==> src/rtl/concat_byte_serializer.sv <==
// Byte serializer: one BYTES_PER_WORD word per handshake out as an AXI-S byte stream, tlast every WORDS_PER_PKT words.
// Byte 0 appears 1 clk after accept; m_tready low freezes the stream and holds in_ready low while a word is in flight.
module concat_byte_serializer #(
    parameter int BYTES_PER_WORD = 9,
    parameter int WORDS_PER_PKT  = 16,
    parameter int PKT_CNT_W      = 16
) (
    input  logic                 clk,
    input  logic                 arst,
    input  logic [7:0]           in_data [BYTES_PER_WORD],
    input  logic                 in_valid,
    output logic                 in_ready,
    output logic [7:0]           m_tdata,
    output logic                 m_tvalid,
    input  logic                 m_tready,
    output logic                 m_tlast,
    output logic [PKT_CNT_W-1:0] pkt_count
);
    localparam int IDX_W  = (BYTES_PER_WORD > 1) ? $clog2(BYTES_PER_WORD) : 1;
    localparam int WIDX_W = (WORDS_PER_PKT > 1) ? $clog2(WORDS_PER_PKT) : 1;
    localparam logic [IDX_W-1:0]  LAST_BYTE = IDX_W'(BYTES_PER_WORD - 1);
    localparam logic [WIDX_W-1:0] LAST_WORD = WIDX_W'(WORDS_PER_PKT - 1);

    typedef enum logic {
        S_EMPTY,
        S_SEND
    } state_t;

    state_t                r_state;
    logic [7:0]            r_hold [BYTES_PER_WORD];
    logic [IDX_W-1:0]      r_byte_idx;
    logic [WIDX_W-1:0]     r_word_idx;
    logic [PKT_CNT_W-1:0]  r_pkt_count;
    logic                  r_rst_done;

    logic w_last_byte;
    logic w_xfer;
    logic w_last_xfer;
    logic w_accept;

    assign m_tvalid    = (r_state == S_SEND);
    assign m_tdata     = r_hold[r_byte_idx];
    assign w_last_byte = (r_byte_idx == LAST_BYTE);
    assign m_tlast     = m_tvalid && w_last_byte && (r_word_idx == LAST_WORD);
    assign w_xfer      = m_tvalid && m_tready;
    assign w_last_xfer = w_xfer && w_last_byte;
    // r_rst_done keeps in_ready low for the first clock after reset release.
    assign in_ready    = r_rst_done && ((r_state == S_EMPTY) || w_last_xfer);
    assign w_accept    = in_valid && in_ready;
    assign pkt_count   = r_pkt_count;

    always_ff @(posedge clk or posedge arst) begin
        if (arst) begin
            r_state     <= S_EMPTY;
            r_hold      <= '{default: 8'h00};
            r_byte_idx  <= '0;
            r_word_idx  <= '0;
            r_pkt_count <= '0;
            r_rst_done  <= 1'b0;
        end else begin
            r_rst_done <= 1'b1;
            if (w_accept) begin
                r_hold     <= in_data;
                r_byte_idx <= '0;
                r_state    <= S_SEND;
            end else if (w_last_xfer) begin
                r_byte_idx <= '0;
                r_state    <= S_EMPTY;
            end else if (w_xfer) begin
                r_byte_idx <= r_byte_idx + IDX_W'(1);
            end

            if (w_last_xfer) begin
                r_word_idx <= (r_word_idx == LAST_WORD) ? '0 : r_word_idx + WIDX_W'(1);
                if (m_tlast) begin
                    r_pkt_count <= r_pkt_count + PKT_CNT_W'(1);
                end
            end
        end
    end

endmodule

==> config.mk <==
export PLATFORM = sky130hd
export DESIGN_NAME = concat_byte_serializer
export DESIGN_NICKNAME = d
export VERILOG_FILES = /design/src/rtl/concat_byte_serializer.sv
export SDC_FILE = /design/constraint.sdc
export NUM_CORES = 1
export LEC_CHECK = 0
export BUFFER_PORTS_ARGS = -buffer_cell sky130_fd_sc_hd__buf_2
export CORE_MARGIN = 2
export CORE_UTILIZATION = 58
export CTS_CLUSTER_DIAMETER = 150
export DETAILED_ROUTE_END_ITERATION = 7
export PLACE_DENSITY = 0.85
export SLEW_MARGIN = 20
export SYNTH_ARGS = -nofsm -noshare
export SYNTH_HDL_FRONTEND = slang
export SYNTH_SLANG_ARGS = --single-unit
==> constraint.sdc <==
create_clock -name clk -period 5.15 [get_ports clk]
set_clock_uncertainty 0.2 [all_clocks]
set_input_delay 0.2575 -clock clk [delete_from_list [all_inputs] [get_ports clk]]
set_output_delay 0.2575 -clock clk [all_outputs]
set_load 0.02 [all_outputs]
==> results of run 1 <==
[cell type report]
| cell class | instances | area, sq um |
|---|---|---|
| well taps | 102 | 128 |
| inverters | 4 | 17.5 |
| fillers | 468 | 1650 |
| clock buffers | 10 | 138 |
| clock inverters | 5 | 62.6 |
| repair buffers | 178 | 1270 |
| multi-input cells | 217 | 1970 |
| flip-flops and latches | 98 | 2450 |
[where the power goes]
| group | switching (mW) | internal [mW] | leakage, nW |
|---|---|---|---|
| combinational | 0.511 | 0.559 | 1.52 |
| clock | 0.268 | 0.238 | 0.0950 |
| sequential | 0.248 | 1.06 | 1.23 |
[routing by layer]
layer  vias up  track usage, %  share of wire (%)
li1       1560               -                  -
met5         -               0                  0
met4         0            10.0                3.1
met2       126            49.9                 53
met3        27            4.07                4.5
met1      1693            34.1                 39
[state kept, by name, summed over array words and instances, names as in the netlist]
signal / flops
pkt_count: 16
r_rst_done: 1
r_word_idx: 4
m_tvalid: 1
r_hold: 72
r_byte_idx: 4
[worst paths after layout]
| kind | from | cells past startpoint | endpoint |
|---|---|---|---|
| hold / removal | m_tready | 4 | r_byte_idx[1]$_DFFE_PP0P_ |
| max in group asynchronous | arst | 4 | r_hold[30]$_DFFE_PP0P_ |
| hold reg to reg | pkt_count[15]$_DFFE_PP0P_ | 1 | pkt_count[15]$_DFFE_PP0P_ |
| setup / recovery | r_byte_idx[1]$_DFFE_PP0P_ | 6 | r_hold[1]$_DFFE_PP0P_ |
| min in group asynchronous | arst | 3 | r_hold[21]$_DFFE_PP0P_ |
| setup reg to reg | r_byte_idx[1]$_DFFE_PP0P_ | 6 | r_hold[1]$_DFFE_PP0P_ |
[Yosys cell counts (2+ instances only)]
cell type,count
dfrtp_1,98
mux2_2,46
mux2_1,36
nand2_1,29
xnor2_1,12
a31oi_1,9
mux2i_1,9
mux4_2,8
nand3_1,8
o221ai_1,8
nand4_1,7
nor2_1,7
buf_6,6
a21oi_1,5
o21ai_0,5
buf_2,4
clkbuf_1,4
ha_1,4
inv_1,4
and3_1,3
xor2_1,3
and2_1,2
buf_4,2
nor3_1,2
[metrics by stage]
step           utilization [%]  hold WS, ps
4_1_cts                   78.5          174
6_report                  78.5          179
3_5_place_dp              66.3         86.5
5_1_grt                   78.5          213
2_1_floorplan                -          187
3_3_place_gp              66.3         85.7
[what timing repair did]
item                                   4_1_cts  5_1_grt
hold buffers                                74        0
endpoints found under the hold margin      106        0
gates resized for setup                      0        0
[critical path, delay by kind of cell, from the launching register on]
family | cells | cell delay, ps
adder cells (fa/ha/maj) | 1 | 280
flip-flops | 1 | 700
multiplexers | 1 | 440
AND/OR/NAND/NOR | 2 | 1030
AO/OA/AOI/OAI | 1 | 200
buffers and inverters | 1 | 180
[layout by cell type (no fill, tap or decap), types with 3 or more instances in the layout]
| cell | n |
|---|---|
| and3_1 | 3 |
| o21ai_0 | 5 |
| xor2_1 | 3 |
| nor2_1 | 7 |
| buf_2 | 102 |
| xnor2_1 | 12 |
| mux2_1 | 36 |
| inv_1 | 3 |
| o221ai_1 | 8 |
| clkbuf_8 | 10 |
| mux2_2 | 46 |
| nand4_1 | 7 |
| nand3_1 | 8 |
| a21oi_1 | 5 |
| mux2i_1 | 9 |
| a31oi_1 | 9 |
| ha_1 | 4 |
| mux4_2 | 8 |
| dfrtp_1 | 98 |
| nand2_1 | 29 |
| dlygate4sd3_1 | 74 |
[kinds of logic after synthesis]
family	count (synthesis)
AO/OA/AOI/OAI	28
flip-flops	98
other	1
buffers and inverters	21
AND/OR/NAND/NOR	69
multiplexers	99
adder cells (fa/ha/maj)	4
XOR/XNOR	16
==> metrics, run 1 <==
xor and xnor area share after synthesis=3.24%; clock buffer depth=2; CTS Buf Count=9; f_max=around 310 MHz; endpoints failing setup=0; RSZ-0062 raised after global routing=no; Post-Syn Area=4560 sq um; H-Tree Depth=3; WL per Instance=between 15 and 20 microns; Avg Cell Area, Syn=13.6 sq um; largest net degree at the start of global routing=77; outcome=finished, final reports clean; Leakage=around 2.9 nW; via count=3,406; Final #Nets=approximately 590; clock sink count=98; Critical Path Max Stage Delay=890 ps; layout cells sized above 1=36.1%; first-pass GRT wire length=18.2 mm; clock root buffer=clkbuf_8; Die Wd=92.7 microns; reg2reg setup slack=1960 ps; compound-cell area share of the yosys netlist=4.06%; worst-path cell chain=inv_1 > ha_1 > nand3b_4 > o21ai_2 > and2b_4 > mux2_1; Die Ht=92.7 microns; core area=between 7000 and 8000 sq um; post-route worst setup slack=1960 ps; Setup TNS Final=0 ps; mux share of post-synthesis cell area=26.2%; VDD IR max=approximately 340 uV; Pre-antenna DRT Iters=4; Crit Path Class=register to register; RePlAce Congestion=0.766; largest family of logic cells by synthesized area=multiplexers; top post-synthesis cells by area=dfrtp_1 (54%), mux2_2 (11%), mux2_1 (8.9%); Crit-path slowest cell=and2b_4; final worst-path cycle share=62.0%; Slew HR=26.4%; Netlist cell types=39; Post-DP HPWL=around 6.6 mm; Mapped Nets=416; Die ar.=8580 sq um; Placed Cells incl. Taps=between 500 and 600; min-delay worst type=primary input to register; I/O pin total=103; Hold Vio Cnt, Final=0; WL final=11.2 mm; post-synthesis cell count=336; grt ovf=0; pwr dens=478 nW/um^2; post-synthesis sequential area ratio=53.8%; Area Growth Syn to Fin=32.4%; pre-CTS setup slack=1970 ps; Total GRT Usage=27.7%; final period demand of the worst path=approximately 3200 ps; placed inst area=roughly 5100 sq um; Final Cell Area=6040 sq um; Site Rows=32; DRC Markers=0; power consumption=2.89 mW; vias in the first global route=3,672; fin. max-slew vios=0; CTS tree=built; Yosys top cell by area=dfrtp_1; fin cells=614; crit path launch type=register; CP required=5180 ps; yosys warns=0; DRT iter0 DRCs=304; remaining antenna violation count after routing=0; crit path max fanout=76; port bufs=roughly 100; Least-Margin Pin Slew=1100 ps; mean number of vias per cell=approximately 5.5; Clock Latency Late Sink=360 ps; CP arrival=roughly 3200 ps; initial antenna violation count=0; number of max-cap violations=0; CP Capture Type=register; setup bufs post-CTS=0; post-synthesis adder-cell area fraction=1.10%; Top FF cell, synth=dfrtp_1; Synth top area share=53.8%; Post-synth EDFFs=0; Post-Synth Simple-Gate Area=about 8.5%; Initial Utilization=59.3%; CTS clk-pin slew, worst paths=approximately 100 ps; post-synthesis async set-or-reset flop share=100%; #FFs+latches synth=98; antenna diode count=0
Power figures use the tool's default switching activity.
==> run 2, diff against run 1 <==
Settings changed: CORE_UTILIZATION 58 to 54, PLACE_DENSITY 0.85 to 0.8.
Clock period 5.15 ns to 3.1 ns, I/O delays scaled along.
==> run 2 against run 1 <==
Non-clock buffer count grew 4. Critical endpoint is now m_tdata[0]. Count of clock-buffer cells in the layout grew 1. Setup slack lost 1600 ps. Wire length shrank 0.43%. Sequential share of layout area shrank 0.48 points. Final cell count grew 1.3%. Die area grew 7.1%.
==> metrics, run 2 (synthesized netlist as in run 1, its figures left out) <==
outcome=finished, final reports clean; first-pass GRT wire length=17.4 mm (-4.2%); Die Ht=95.9 microns (+3.5%); Critical Path Max Stage Delay=570 ps (-320 ps); VDD IR max=570 uV (+69%); number of max-cap violations=0 (unchanged); Hold Vio Cnt, Final=0 (unchanged); H-Tree Depth=3 (unchanged); Biggest register=r_hold; Final Cell Area=6110 sq um (+1.2%); final worst-path cycle share=about 87%; Post-DP HPWL=6.70 mm (+1.7%); Critical R2R Launch=r_byte_idx[1]$_DFFE_PP0P_; largest net degree at the start of global routing=77 (unchanged); f_max=371 MHz; R2R Path End=r_hold[14]$_DFFE_PP0P_; fin. max-slew vios=0 (unchanged); grt ovf=0 (unchanged); remaining antenna violation count after routing=0 (unchanged); Die Wd=95.9 microns (+3.5%); Least-Margin Pin Slew=829 ps (-272 ps); final period demand of the worst path=2700 ps; DRC Markers=0 (unchanged); Setup TNS Final=0 ps (unchanged); RePlAce Congestion=0.761 (-0.65%); mean number of vias per cell=5.53 (-0.33%); Pre-antenna DRT Iters=4 (unchanged); Initial Utilization=55.5% (-3.8 points); placed inst area=5140 sq um (+0.91%); clock buffer depth=2 (unchanged); WL final=11.1 mm (-0.43%); initial antenna violation count=0 (unchanged); antenna diode count=0 (unchanged); WL per Instance=17.9 microns (-1.7%); commonest cells after routing, fill and taps aside=buf_2 (102), dfrtp_1 (98), dlygate4sd3_1 (74); RSZ-0062 raised after global routing=no; CP Capture Type=output pin; CTS clk-pin slew, worst paths=100 ps (about the same); Leakage=2.89 nW (+1.3%); Area Growth Syn to Fin=34.0%; min-delay worst type=primary input to register; pwr dens=800 nW/um^2 (+67%); max reg flops=72 (unchanged); reg2reg setup slack=750 ps (-1210 ps); most common cell after layout, fill and taps aside=buf_2; CP required=2740 ps (-2440 ps); DRT iter0 DRCs=229 (-25%); via count=3,439 (+0.97%); I/O pin total=103 (unchanged); worst-path cell chain=buf_4 > mux4_2 > o221ai_1 > nand2_1 > buf_2; clock root buffer=clkbuf_8; Site Rows=33 (+3.1%); reg2reg path depth=7 (+1); Critical Path Start=r_byte_idx[0]$_DFFE_PP0P_; crit path launch type=register; Crit-path slowest cell=mux4_2; CTS Buf Count=9 (unchanged); Slew HR=44.6% (+18 points); vias in the first global route=3,561 (-3.0%); Critical Path End=m_tdata[0]; port bufs=102 (unchanged); Total GRT Usage=25.7% (-2.0 points); Clock Latency Late Sink=370 ps (about the same); crit path max fanout=30 (-61%); core area=8220 sq um (+6.9%); Final #Nets=592 (+0.68%); clock sink count=98 (unchanged); layout cells sized above 1=36.6% (+0.42 points); CP arrival=2340 ps (-890 ps); Crit Path Class=register to output pin; Die ar.=9190 sq um (+7.1%); endpoints failing setup=0 (unchanged); CTS tree=built
-- run 2: cell types whose count changed in the layout (fill, tap and decap cells not counted) --
cell / previous run / this run
clkinvlp_4: 2 / 1
buf_12: 0 / 1
bufinv_16: 1 / 2
buf_4: 2 / 5
clkbuf_1: 0 / 1
-- run 2: timing repair --
item                                    in CTS  in global routing
resized for setup                            0                  0
setup buffers                                0                  0
endpoints found under the hold margin      136                  0
endpoints found under the setup margin       0                  0
hold buffers                                74                  0
-- run 2: worst min path at each step --
stage	from	endpoint	slack, ps	cells past startpoint
after floorplan	in_valid	m_tvalid$_DFFE_PP0P_	80	2
after global placement	arst	r_hold[9]$_DFFE_PP0P_	160	2
after detailed placement	arst	r_word_idx[3]$_DFFE_PP0P_	180	2
after CTS	m_tready	r_byte_idx[1]$_DFFE_PP0P_	40	4
after global routing	m_tready	r_byte_idx[1]$_DFFE_PP0P_	110	4
final	m_tready	r_byte_idx[1]$_DFFE_PP0P_	60	4
-- run 2: critical path, delay by kind of cell (launching register included) --
kind                   cells  cell delay, ps
AOI/OAI and AO/OA          1             300
buffers and inverters      2             610
DFF                        1             360
muxes                      1             570
and+or+nand+nor            1             110
-- run 2: power breakdown --
group	switching [mW]	leakage (nW)	total [mW]	internal, mW
clock network	0.461	0.110	0.943	0.482
logic	0.950	1.55	1.90	0.946
registers	0.278	1.23	2.04	1.77
total	1.69	2.89	4.88	3.20
-- run 2: layer usage --
metal  global-route usage (%)  up-vias  part of all wire [%]
met1                     31.0     1718                    41
met3                     4.86       28                   4.4
li1                         -     1566                     -
met4                     11.1        0                   2.8
met5                        0        -                     0
met2                     45.0      127                    51
-- run 2: final cells by class --
class | count | area [sq um]
Clock buffer | 11 | 141
Multi-Input combinational cell | 217 | 1970
Inverter | 4 | 17.5
Clock inverter | 5 | 85.1
Tap cell | 105 | 131
Timing Repair Buffer | 182 | 1310
Sequential cell | 98 | 2450
Fill cell | 535 | 2110
-- run 2: stage by stage --
step	hold WS, ps	std cells	utilization [%]	setup WS (ps)	total power, mW
3_5_place_dp	176	532	62.6	809	3.85
3_3_place_gp	160	532	62.6	882	3.77
2_1_floorplan	84.1	336	-	183	3.34
5_1_grt	112	622	74.3	330	5.15
6_report	63.7	622	74.3	405	4.88
4_1_cts	44.9	622	74.3	468	4.86
==> run 3, diff against run 2 <==
Settings changed: CORE_MARGIN 2 to 3.
==> run 3 against run 2 <==
Final cell count fell by 0.64%. Die area rose by 4.2%. Clock power fell by 20%. Register-to-register slack got worse by 30 ps. Critical path depth did not move. Total power fell by 4.0%. Utilization rose by 1.7 points. Setup slack got worse by 110 ps. Sequential cell count did not move. Sequential share of layout area rose by 0.31 points. Count of clock-buffer cells in the layout fell by 2. Final area fell by 0.78%. Highest routed layer unchanged.
==> metrics, run 3 (synthesized netlist as in run 1, its figures left out) <==
Clock Latency Late Sink=360 ps (about the same); DRT iter0 DRCs=225 (-1.7%); Final #Nets=591 (-0.17%); most frequent CP cell=nand2_1; internal power=3.01 mW (-5.7%); WL met1=4.31 mm (-6.5%); cts hold-fix bufs=74 (unchanged); Site Rows=32 (-3.0%); layout cells sized above 1=36.6% (+0.071 points); Fill cells=513 (-4.1%); clock root buffer=clkbuf_8; post_cts resized=0 (unchanged); H-Tree Depth=3 (unchanged); post-route worst setup slack=298 ps (-107 ps); vias in the first global route=3,806 (+6.9%); Pre-antenna DRT Iters=4 (unchanged); commonest cells after routing, fill and taps aside=buf_2 (102), dfrtp_1 (98), dlygate4sd3_1 (74); DRC Markers=0 (unchanged); clock power share=16.2% (-3.1 points); setup bufs post-CTS=0 (unchanged); via count=3,407 (-0.93%); core area=7970 sq um (-3.0%); CTS Buf Count=9 (unchanged); crit path max fanout=30 (unchanged); Reg power frac=43.7% (+1.8 points); max reg flops=72 (unchanged); Die Ht=97.9 microns (+2.1%); antenna diode count=0 (unchanged); number of max-cap violations=0 (unchanged); placed inst area=5140 sq um (unchanged); Die ar.=9580 sq um (+4.2%); Buf+Inv Stages, Crit Path=2 (unchanged); crit path launch type=register; outcome=finished, final reports clean; Switching Fraction=35.7% (+1.2 points); Die Wd=97.9 microns (+2.1%); fin cells=618 (-0.64%); power consumption=4.69 mW (-4.0%); Least-Margin Pin Slew=1060 ps (+229 ps); Critical Path Max Stage Delay=970 ps (+400 ps); CP required=2740 ps (about the same); largest net degree at the start of global routing=77 (unchanged); Top Metal Used=met4; Register Area=2450 sq um (unchanged); Final Cell Area=6060 sq um (-0.78%); WL final=11.2 mm (+0.22%); WL per Instance=18.1 microns (+0.86%); most common cell after layout, fill and taps aside=buf_2; Critical Path Start=r_byte_idx[0]$_DFFE_PP0P_; min-delay worst type=primary input to register; CP arrival=2450 ps (+110 ps); Area Growth Syn to Fin=33.0%; final period demand of the worst path=2800 ps (+107 ps); hold path startpoint=m_tready; Post-DP HPWL=6.78 mm (+1.2%); remaining antenna violation count after routing=0 (unchanged); pwr dens=774 nW/um^2 (-3.2%); f_max=357 MHz (-3.8%); Critical R2R Launch=r_byte_idx[1]$_DFFE_PP0P_; clock sink count=98 (unchanged); port bufs=102 (unchanged); worst-path cell chain=buf_4 > nor4b_2 > nand2_1 > nand2_1 > buf_2; Placed Cells incl. Taps=528 (-0.75%); I/O pin total=103 (unchanged); switching power=1.68 mW (-0.76%); Setup TNS Final=0 ps (unchanged); area occupied by multi-input gates=1970 sq um (about the same); Slew HR=29.3% (-15 points); Hold Vio Cnt, Final=0 (unchanged); Gate power share=40.1% (+1.3 points); Crit path depth=5 (unchanged); endpoints failing setup=0 (unchanged); met3 wire len=491 microns (+0.41%); RSZ-0062 raised after global routing=no; clock buffer depth=2 (unchanged); Crit Path Class=register to output pin; final worst-path cycle share=90.4% (+3.4 points); CTS clk-pin slew, worst paths=100 ps (about the same); CTS tree=built; CP top delay family=simple AND/OR/NAND/NOR gates; Biggest register=r_hold; Total GRT Usage=24.4% (-1.3 points); WHS Path Cells=4 (unchanged); fin. max-slew vios=0 (unchanged); Leakage=2.87 nW (-0.79%); Initial Utilization=57.2% (+1.7 points); Crit-path slowest cell=nor4b_2; initial antenna violation count=0 (unchanged); CP Capture Type=output pin; pre-CTS setup slack=680 ps (-129 ps); Final Core Density=76.1% (+1.7 points); VDD IR max=540 uV (-5.3%); grt ovf=0 (unchanged); first-pass GRT wire length=18.7 mm (+7.8%); mean number of vias per cell=5.51 (-0.29%); metal2 WL=6.11 mm (+6.6%); WHS=57.8 ps (-5.89 ps); RePlAce Congestion=0.734 (-3.6%); reg2reg path depth=7 (unchanged)
[run 3: cell count changes in the layout (fill, tap and decap cells not counted), sizes merged]
cell      delta
clkbuf       -2
clkinvlp     +1
clkinv       +3
buf          -1
bufinv       -2
[run 3: power groups by stage]
stage                     Sequential (mW)  Clock, mW  Combinational, mW
after floorplan                      1.97          0               1.37
after global placement               2.02          0               1.71
after detailed placement             2.06          0               1.78
after CTS                            2.03      0.767               1.86
after global routing                 2.10      0.832               2.03
final                                2.05      0.759               1.88
[run 3: final timing paths]
| check | slack [ps] | endpoint |
|---|---|---|
| max | 300 | m_tdata[3] |
| min | 60 | r_byte_idx[1]$_DFFE_PP0P_ |
| max reg2reg | 720 | r_hold[1]$_DFFE_PP0P_ |
| min reg2reg | 270 | pkt_count[15]$_DFFE_PP0P_ |
| max in group asynchronous | 1750 | r_hold[35]$_DFFE_PP0P_ |
| min in group asynchronous | 270 | r_hold[21]$_DFFE_PP0P_ |
[run 3: tightest hold or removal path, delay by kind of cell]
kind                   cells  cell delay (ps)
AO/OA/AOI/OAI              1               60
buffers and inverters      1               90
AND/OR/NAND/NOR            2              270
[run 3: layout make-up]
cell class	count	share of cell area (%)
flip-flops and latches	98	40.5
multi-input cells	217	32.5
repair buffers	181	21.7
well taps	102	2.11
clock buffers	9	2.04
clock inverters	7	0.908
inverters	4	0.289
[run 3: per-layer routing]
metal / up-vias / track usage [%]
met2: 111 / 44.0
met5: - / 0
met3: 23 / 4.14
met1: 1709 / 29.1
met4: 0 / 9.27
li1: 1564 / -
